<file path="src/rtl/vga_pkg.sv">
// Shared timing constants and types for the 640x480@60 scan generator.
package vga_pkg;

  localparam int unsigned H_VISIBLE = 640;
  localparam int unsigned H_FP      = 16;
  localparam int unsigned H_SYNC    = 96;
  localparam int unsigned H_BP      = 48;
  localparam int unsigned V_VISIBLE = 480;
  localparam int unsigned V_FP      = 10;
  localparam int unsigned V_SYNC    = 2;
  localparam int unsigned V_BP      = 33;
  localparam int unsigned SCENE_W   = 320;
  localparam int unsigned ADDR_W    = 17;

  localparam int unsigned H_TOTAL      = H_VISIBLE + H_FP + H_SYNC + H_BP;
  localparam int unsigned V_TOTAL      = V_VISIBLE + V_FP + V_SYNC + V_BP;
  localparam int unsigned H_SYNC_START = H_VISIBLE + H_FP;
  localparam int unsigned H_SYNC_END   = H_SYNC_START + H_SYNC;
  localparam int unsigned V_SYNC_START = V_VISIBLE + V_FP;
  localparam int unsigned V_SYNC_END   = V_SYNC_START + V_SYNC;

  typedef logic [9:0]  coord_t;
  typedef logic [16:0] scene_addr_t;

endpackage

</file>
<file path="src/rtl/vga_timing.sv">
// Free-running horizontal/vertical counters with raw (unaligned) sync and visible flags.
module vga_timing import vga_pkg::*; #(
  parameter int unsigned HVisible = H_VISIBLE,
  parameter int unsigned HFp      = H_FP,
  parameter int unsigned HSync    = H_SYNC,
  parameter int unsigned HBp      = H_BP,
  parameter int unsigned VVisible = V_VISIBLE,
  parameter int unsigned VFp      = V_FP,
  parameter int unsigned VSync    = V_SYNC,
  parameter int unsigned VBp      = V_BP
) (
  input  logic       vga_clk_i,
  input  logic       rst_ni,
  output logic [9:0] h_o,
  output logic [9:0] v_o,
  output logic       visible_o,
  output logic       line_end_o,
  output logic       frame_end_o,
  output logic       hs_raw_o,
  output logic       vs_raw_o
);

  localparam coord_t HLast      = coord_t'(HVisible + HFp + HSync + HBp - 1);
  localparam coord_t VLast      = coord_t'(VVisible + VFp + VSync + VBp - 1);
  localparam coord_t HVis       = coord_t'(HVisible);
  localparam coord_t VVis       = coord_t'(VVisible);
  localparam coord_t HSyncStart = coord_t'(HVisible + HFp);
  localparam coord_t HSyncEnd   = coord_t'(HVisible + HFp + HSync);
  localparam coord_t VSyncStart = coord_t'(VVisible + VFp);
  localparam coord_t VSyncEnd   = coord_t'(VVisible + VFp + VSync);

  coord_t h_q, h_d;
  coord_t v_q, v_d;

  always_comb begin
    h_d = h_q + 10'd1;
    v_d = v_q;
    if (h_q == HLast) begin
      h_d = '0;
      v_d = (v_q == VLast) ? '0 : v_q + 10'd1;
    end
  end

  always_ff @(posedge vga_clk_i or negedge rst_ni) begin
    if (!rst_ni) begin
      h_q <= '0;
      v_q <= '0;
    end else begin
      h_q <= h_d;
      v_q <= v_d;
    end
  end

  assign h_o         = h_q;
  assign v_o         = v_q;
  assign visible_o   = (h_q < HVis) && (v_q < VVis);
  assign line_end_o  = (h_q == HLast);
  assign frame_end_o = (h_q == HLast) && (v_q == VLast);
  assign hs_raw_o    = !((h_q >= HSyncStart) && (h_q < HSyncEnd));
  assign vs_raw_o    = !((v_q >= VSyncStart) && (v_q < VSyncEnd));

endmodule

</file>
<file path="src/rtl/scene_scan_gen.sv">
// VGA scan generator producing per-pixel scene ROM addresses (2x scaled) and
// sync outputs delayed one extra cycle to match the renderer's registered RGB.
module scene_scan_gen import vga_pkg::*; #(
  parameter int unsigned HVisible = H_VISIBLE,
  parameter int unsigned HFp      = H_FP,
  parameter int unsigned HSync    = H_SYNC,
  parameter int unsigned HBp      = H_BP,
  parameter int unsigned VVisible = V_VISIBLE,
  parameter int unsigned VFp      = V_FP,
  parameter int unsigned VSync    = V_SYNC,
  parameter int unsigned VBp      = V_BP,
  parameter int unsigned SceneW   = SCENE_W
) (
  input  logic              vga_clk,
  input  logic              reset_n,
  output logic              hs,
  output logic              vs,
  output logic              blank,
  output logic [9:0]        draw_x,
  output logic [9:0]        draw_y,
  output logic [ADDR_W-1:0] rom_address,
  output logic              frame_start
);

  localparam coord_t      VVis   = coord_t'(VVisible);
  localparam scene_addr_t Stride = scene_addr_t'(SceneW);

  coord_t h, v;
  logic   visible, line_end, frame_end, hs_raw, vs_raw;

  vga_timing #(
    .HVisible (HVisible),
    .HFp      (HFp),
    .HSync    (HSync),
    .HBp      (HBp),
    .VVisible (VVisible),
    .VFp      (VFp),
    .VSync    (VSync),
    .VBp      (VBp)
  ) u_timing (
    .vga_clk_i   (vga_clk),
    .rst_ni      (reset_n),
    .h_o         (h),
    .v_o         (v),
    .visible_o   (visible),
    .line_end_o  (line_end),
    .frame_end_o (frame_end),
    .hs_raw_o    (hs_raw),
    .vs_raw_o    (vs_raw)
  );

  scene_addr_t line_base_q, line_base_d;
  scene_addr_t rom_address_q, rom_address_d;
  coord_t      draw_x_q, draw_x_d, draw_y_q, draw_y_d;
  logic        blank_q, blank_d, frame_start_q, frame_start_d;
  logic        hs_pipe_q, hs_pipe_d, vs_pipe_q, vs_pipe_d;
  logic        hs_q, hs_d, vs_q, vs_d;

  always_comb begin
    line_base_d = line_base_q;
    // Each scene row covers two display lines, so advance after every odd visible line.
    if (frame_end) begin
      line_base_d = '0;
    end else if (line_end && v[0] && (v < VVis)) begin
      line_base_d = line_base_q + Stride;
    end

    rom_address_d = visible ? (line_base_q + scene_addr_t'(h[9:1])) : '0;
    draw_x_d      = h;
    draw_y_d      = v;
    blank_d       = visible;
    frame_start_d = (h == '0) && (v == '0);
    hs_pipe_d     = hs_raw;
    vs_pipe_d     = vs_raw;
    hs_d          = hs_pipe_q;
    vs_d          = vs_pipe_q;
  end

  always_ff @(posedge vga_clk or negedge reset_n) begin
    if (!reset_n) begin
      line_base_q   <= '0;
      rom_address_q <= '0;
      draw_x_q      <= '0;
      draw_y_q      <= '0;
      blank_q       <= 1'b0;
      frame_start_q <= 1'b0;
      hs_pipe_q     <= 1'b1;
      vs_pipe_q     <= 1'b1;
      hs_q          <= 1'b1;
      vs_q          <= 1'b1;
    end else begin
      line_base_q   <= line_base_d;
      rom_address_q <= rom_address_d;
      draw_x_q      <= draw_x_d;
      draw_y_q      <= draw_y_d;
      blank_q       <= blank_d;
      frame_start_q <= frame_start_d;
      hs_pipe_q     <= hs_pipe_d;
      vs_pipe_q     <= vs_pipe_d;
      hs_q          <= hs_d;
      vs_q          <= vs_d;
    end
  end

  assign hs          = hs_q;
  assign vs          = vs_q;
  assign blank       = blank_q;
  assign draw_x      = draw_x_q;
  assign draw_y      = draw_y_q;
  assign rom_address = rom_address_q;
  assign frame_start = frame_start_q;

endmodule

</file>
<file path="config.mk">
export PLATFORM = sky130hd
export DESIGN_NAME = scene_scan_gen
export DESIGN_NICKNAME = d
export VERILOG_FILES = /design/src/rtl/vga_pkg.sv /design/src/rtl/vga_timing.sv /design/src/rtl/scene_scan_gen.sv
export SDC_FILE = /design/constraint.sdc
export NUM_CORES = 1
export LEC_CHECK = 0
export CORE_MARGIN = 2
export CORE_UTILIZATION = 35
export CTS_BUF_LIST = sky130_fd_sc_hd__clkbuf_4 sky130_fd_sc_hd__clkbuf_8 sky130_fd_sc_hd__clkbuf_16
export DETAILED_ROUTE_END_ITERATION = 7
export PLACE_DENSITY = 0.58
export SYNTH_ARGS = -nofsm -noshare
export SYNTH_HDL_FRONTEND = slang
export SYNTH_SLANG_ARGS = --single-unit
export TNS_END_PERCENT = 10
</file>
<file path="constraint.sdc">
create_clock -name vga_clk -period 1.9 [get_ports vga_clk]
set_input_delay 0.285 -clock vga_clk [delete_from_list [all_inputs] [get_ports vga_clk]]
set_output_delay 0.285 -clock vga_clk [all_outputs]
set_load 0.02 [all_outputs]
</file>
==> qor.csv <==
stage,metric,value,unit
status,status,completed,
timing,rsz0062_at_grt,yes,
power,leakagePower,1.86,nW
power,p_int,0.00243,W
power,total_power,0.00302,W
synthesis,yosys.area_share.adder,0.0317,
finish,final_cell_mix,"dfrtp_1 (70), clkdlybuf4s50_1 (41), buf_4 (29)",
min_path,hold_class,reg -> reg,
grt,grt_max_degree,75,
floorplan,fp.dieH,98.9,um
floorplan,dieArea,9780,um2
timing,finalSetupViolations,0,
clock_tree,cts.sinks,74,
clock_tree,htree_levels,3,
synthesis,synthFlopType,dfrtp_1,
power,powerDensity,729,nW/um2
timing,clock_skew,0.00918,ns
clock_tree,postCtsSetupBuffers,0,
timing,finalCriticalPeriod,1.85,ns
power,power_switching,0.000598,W
clock_tree,clkTransAtPathRegs,0.08,ns
power,swShare,0.198,
timing,hold_violations,0,
grt,antenna_found_initial,0,
worst_setup_path,arrival,2.07,ns
finish,stdcell_area,4150,um2
grt,overflow,0,
timing,fin_crit_sh,0.974,
floorplan,start_util,0.362,
finish,fin_nets,366,
synthesis,synth_simple_gate_area_frac,0.211,
run,drv_cap,0,
finish,drive_gt1_frac,0.186,
clock_tree,cts_tree,built,
synthesis,synth_compound_area_frac,0.0798,
synthesis,synth_top_family_by_area,simple AND/OR/NAND/NOR gates,
worst_setup_path,worstSetupEndpointType,register,
grt,globalRouteTotalUtil,0.145,
power,pwr-share-seq,0.521,
synthesis,syn-num-nets,295,
power,share_comb_of_total_power,0.012,
placed_design,dp_hpwl,4.52,mm
synthesis,syn-cell-area,3150,um2
synthesis,syn-instance-count,285,
worst_setup_path,required,2.11,ns
floorplan,boundaryPins,43,
worst_setup_path,critPathMaxFanout,17,
clock_tree,worstSkewPairLatency,0.34,ns
clock_tree,cts_buffers,9,
synthesis,synth_xor_area_frac,0.0528,
timing,drv_slew,0,
timing,max_clock_freq,0.540,GHz
detailed_routing,drc,0,
floorplan,row_count,34,
synthesis,post_synth_num_cell_types,40,
detailed_routing,antenna_left,0,
clock_tree,clockRootBuffer,clkbuf_8,
grt,grt_pass1_vias,2322,
synthesis,ys_seq_elements,74,
synthesis,synth_top_area_frac,0.556,
timing,worstMarginPinSlew,0.450,ns
detailed_routing,via_count,2254,
finish,stdcell_count,469,
placed_design,gp_congestion,0.830,
synthesis,synth_area_leaders,"dfrtp_1 (56%), dfstp_2 (3.3%), nor2_1 (3.3%)",
worst_setup_path,path_class,reg -> reg,
grt,grt_pass1_wl,11.3,mm
synthesis,yosys.area.top_type,dfrtp_1,
finish,diodes,0,
finish,layout_commonest_cell,dfrtp_1,
worst_setup_path,start_kind,register,
placed_design,portBuffers,42,
synthesis,ys_warn_count,0,
synthesis,async_reset_ff_frac,1.00,
finish,synthToLayoutAreaGrowth,31.5,%
detailed_routing,drtIter0Drc,77,
synthesis,synth-edff-count,0,
detailed_routing,vias_per_cell,4.81,
detailed_routing,drtPass1Iterations,4,
synthesis,muxShareOfSynthArea,0,
placed_design,placement.cell_area,3880,um2
detailed_routing,routed_wl,6.57,mm
power,ir_worst_vdd,0.251,mV
floorplan,core,8720,um2
timing,slew_headroom,0.700,
power,p_clk_frac,0.467,
detailed_routing,wl_per_cell,14.0,um
synthesis,synth.avg_cell_area,11.1,um2
synthesis,synth-seq-area-share,0.589,
floorplan,die_width,98.9,um
clock_tree,cts_max_path_buffers,2,
placed_design,dp_cells,452,
Yosys cell counts, drive strengths merged (8+ instances only):
master and count:
dfrtp 70, nor2 29, nand2 25, o21ai 22, nand3 17, xor2 12
a21oi 9, inv 9, buf 8, ha 8, nand4 8, nor3 8
timing repair:
| action | 4_1_cts | 5_1_grt |
|---|---|---|
| hold buffers | 1 | 0 |
| gates resized for setup | 1 | 3 |
| endpoints found under the setup margin | 1 | 6 |
| hold endpoints to repair | 70 | 0 |
worst max-delay path: stages, from the launching register on:
cell,delay [ns]
dfrtp_1,0.42
or4_4,0.57
nor3_4,0.21
buf_12,0.18
a21oi_1,0.06
o21ai_1,0.18
o31ai_2,0.09
cell families after synthesis:
| family | after synthesis |
|---|---|
| AO/OA/AOI/OAI | 43 |
| XOR/XNOR | 19 |
| adder cells (fa/ha/maj) | 8 |
| buffers and inverters | 23 |
| flip-flops | 74 |
| AND/OR/NAND/NOR | 118 |
power by group through the flow:
stage / sequential, W / clock (W) / combinational [W]
2_1_floorplan: 0.00161 / 0 / 0.000000000475
3_3_place_gp: 0.00160 / 0 / 0.0000370
3_5_place_dp: 0.00160 / 0 / 0.0000380
4_1_cts: 0.00157 / 0.00146 / 0.0000394
5_1_grt: 0.00157 / 0.00152 / 0.0000438
6_report: 0.00157 / 0.00141 / 0.0000363
final timing paths:
path                            startpoint  slack [ns]  cells past startpoint         endpoint
setup / recovery           u_timing.v_o[6]        0.05                      6  line_base_q[11]
hold / removal                        hs_d        0.36                      0               hs
setup reg to reg           u_timing.v_o[6]        0.05                      6  line_base_q[11]
hold reg to reg                       hs_d        0.36                      0               hs
max in group asynchronous          reset_n        1.07                      3             vs_d
min in group asynchronous          reset_n        0.50                      3        draw_x[2]
area by class of cell:
| cell class | instances | area [um2] |
|---|---|---|
| multi-input combinational | 188 | 1200 |
| timing repair buffer | 74 | 683 |
| tap | 108 | 135 |
| clock buffer | 12 | 165 |
| inverter | 9 | 33.8 |
| sequential | 74 | 1860 |
| clock inverter | 4 | 72.6 |
| fill | 798 | 4580 |
state kept, by name (all words and copies together), names as in the netlist:
| signal | flops |
|---|---|
| blank | 1 |
| draw_x | 10 |
| draw_y | 10 |
| frame_start | 1 |
| hs | 1 |
| hs_d | 1 |
| line_base_q | 11 |
| rom_address | 17 |
| u_timing.h_o | 10 |
| u_timing.v_o | 10 |
| vs | 1 |
| vs_d | 1 |
through the flow:
step | hold slack (ns) | utilization | setup slack (ns) | setup TNS [ns]
finish | 0.357 | 0.475 | 0.0488 | 0
global placement | 0.346 | 0.445 | 0.0575 | 0
floorplan | -0.0106 | - | 0.00829 | 0
detailed placement | 0.348 | 0.445 | -0.0285 | -0.0285
global route | 0.369 | 0.475 | -0.0265 | -0.0389
CTS | 0.358 | 0.474 | 0.0541 | 0
metal layers:
| layer | GRT usage | wire length (um) | vias to the layer above | share of wire |
|---|---|---|---|---|
| met5 | 0 | 0 | - | 0 |
| met2 | 0.227 | 3110 | 45 | 0.47 |
| met1 | 0.196 | 3100 | 1085 | 0.47 |
| li1 | - | - | 1116 | - |
| met3 | 0.0362 | 293 | 8 | 0.045 |
| met4 | 0.0506 | 67 | 0 | 0.010 |
Note: power is estimated with default switching activity, not from simulation.
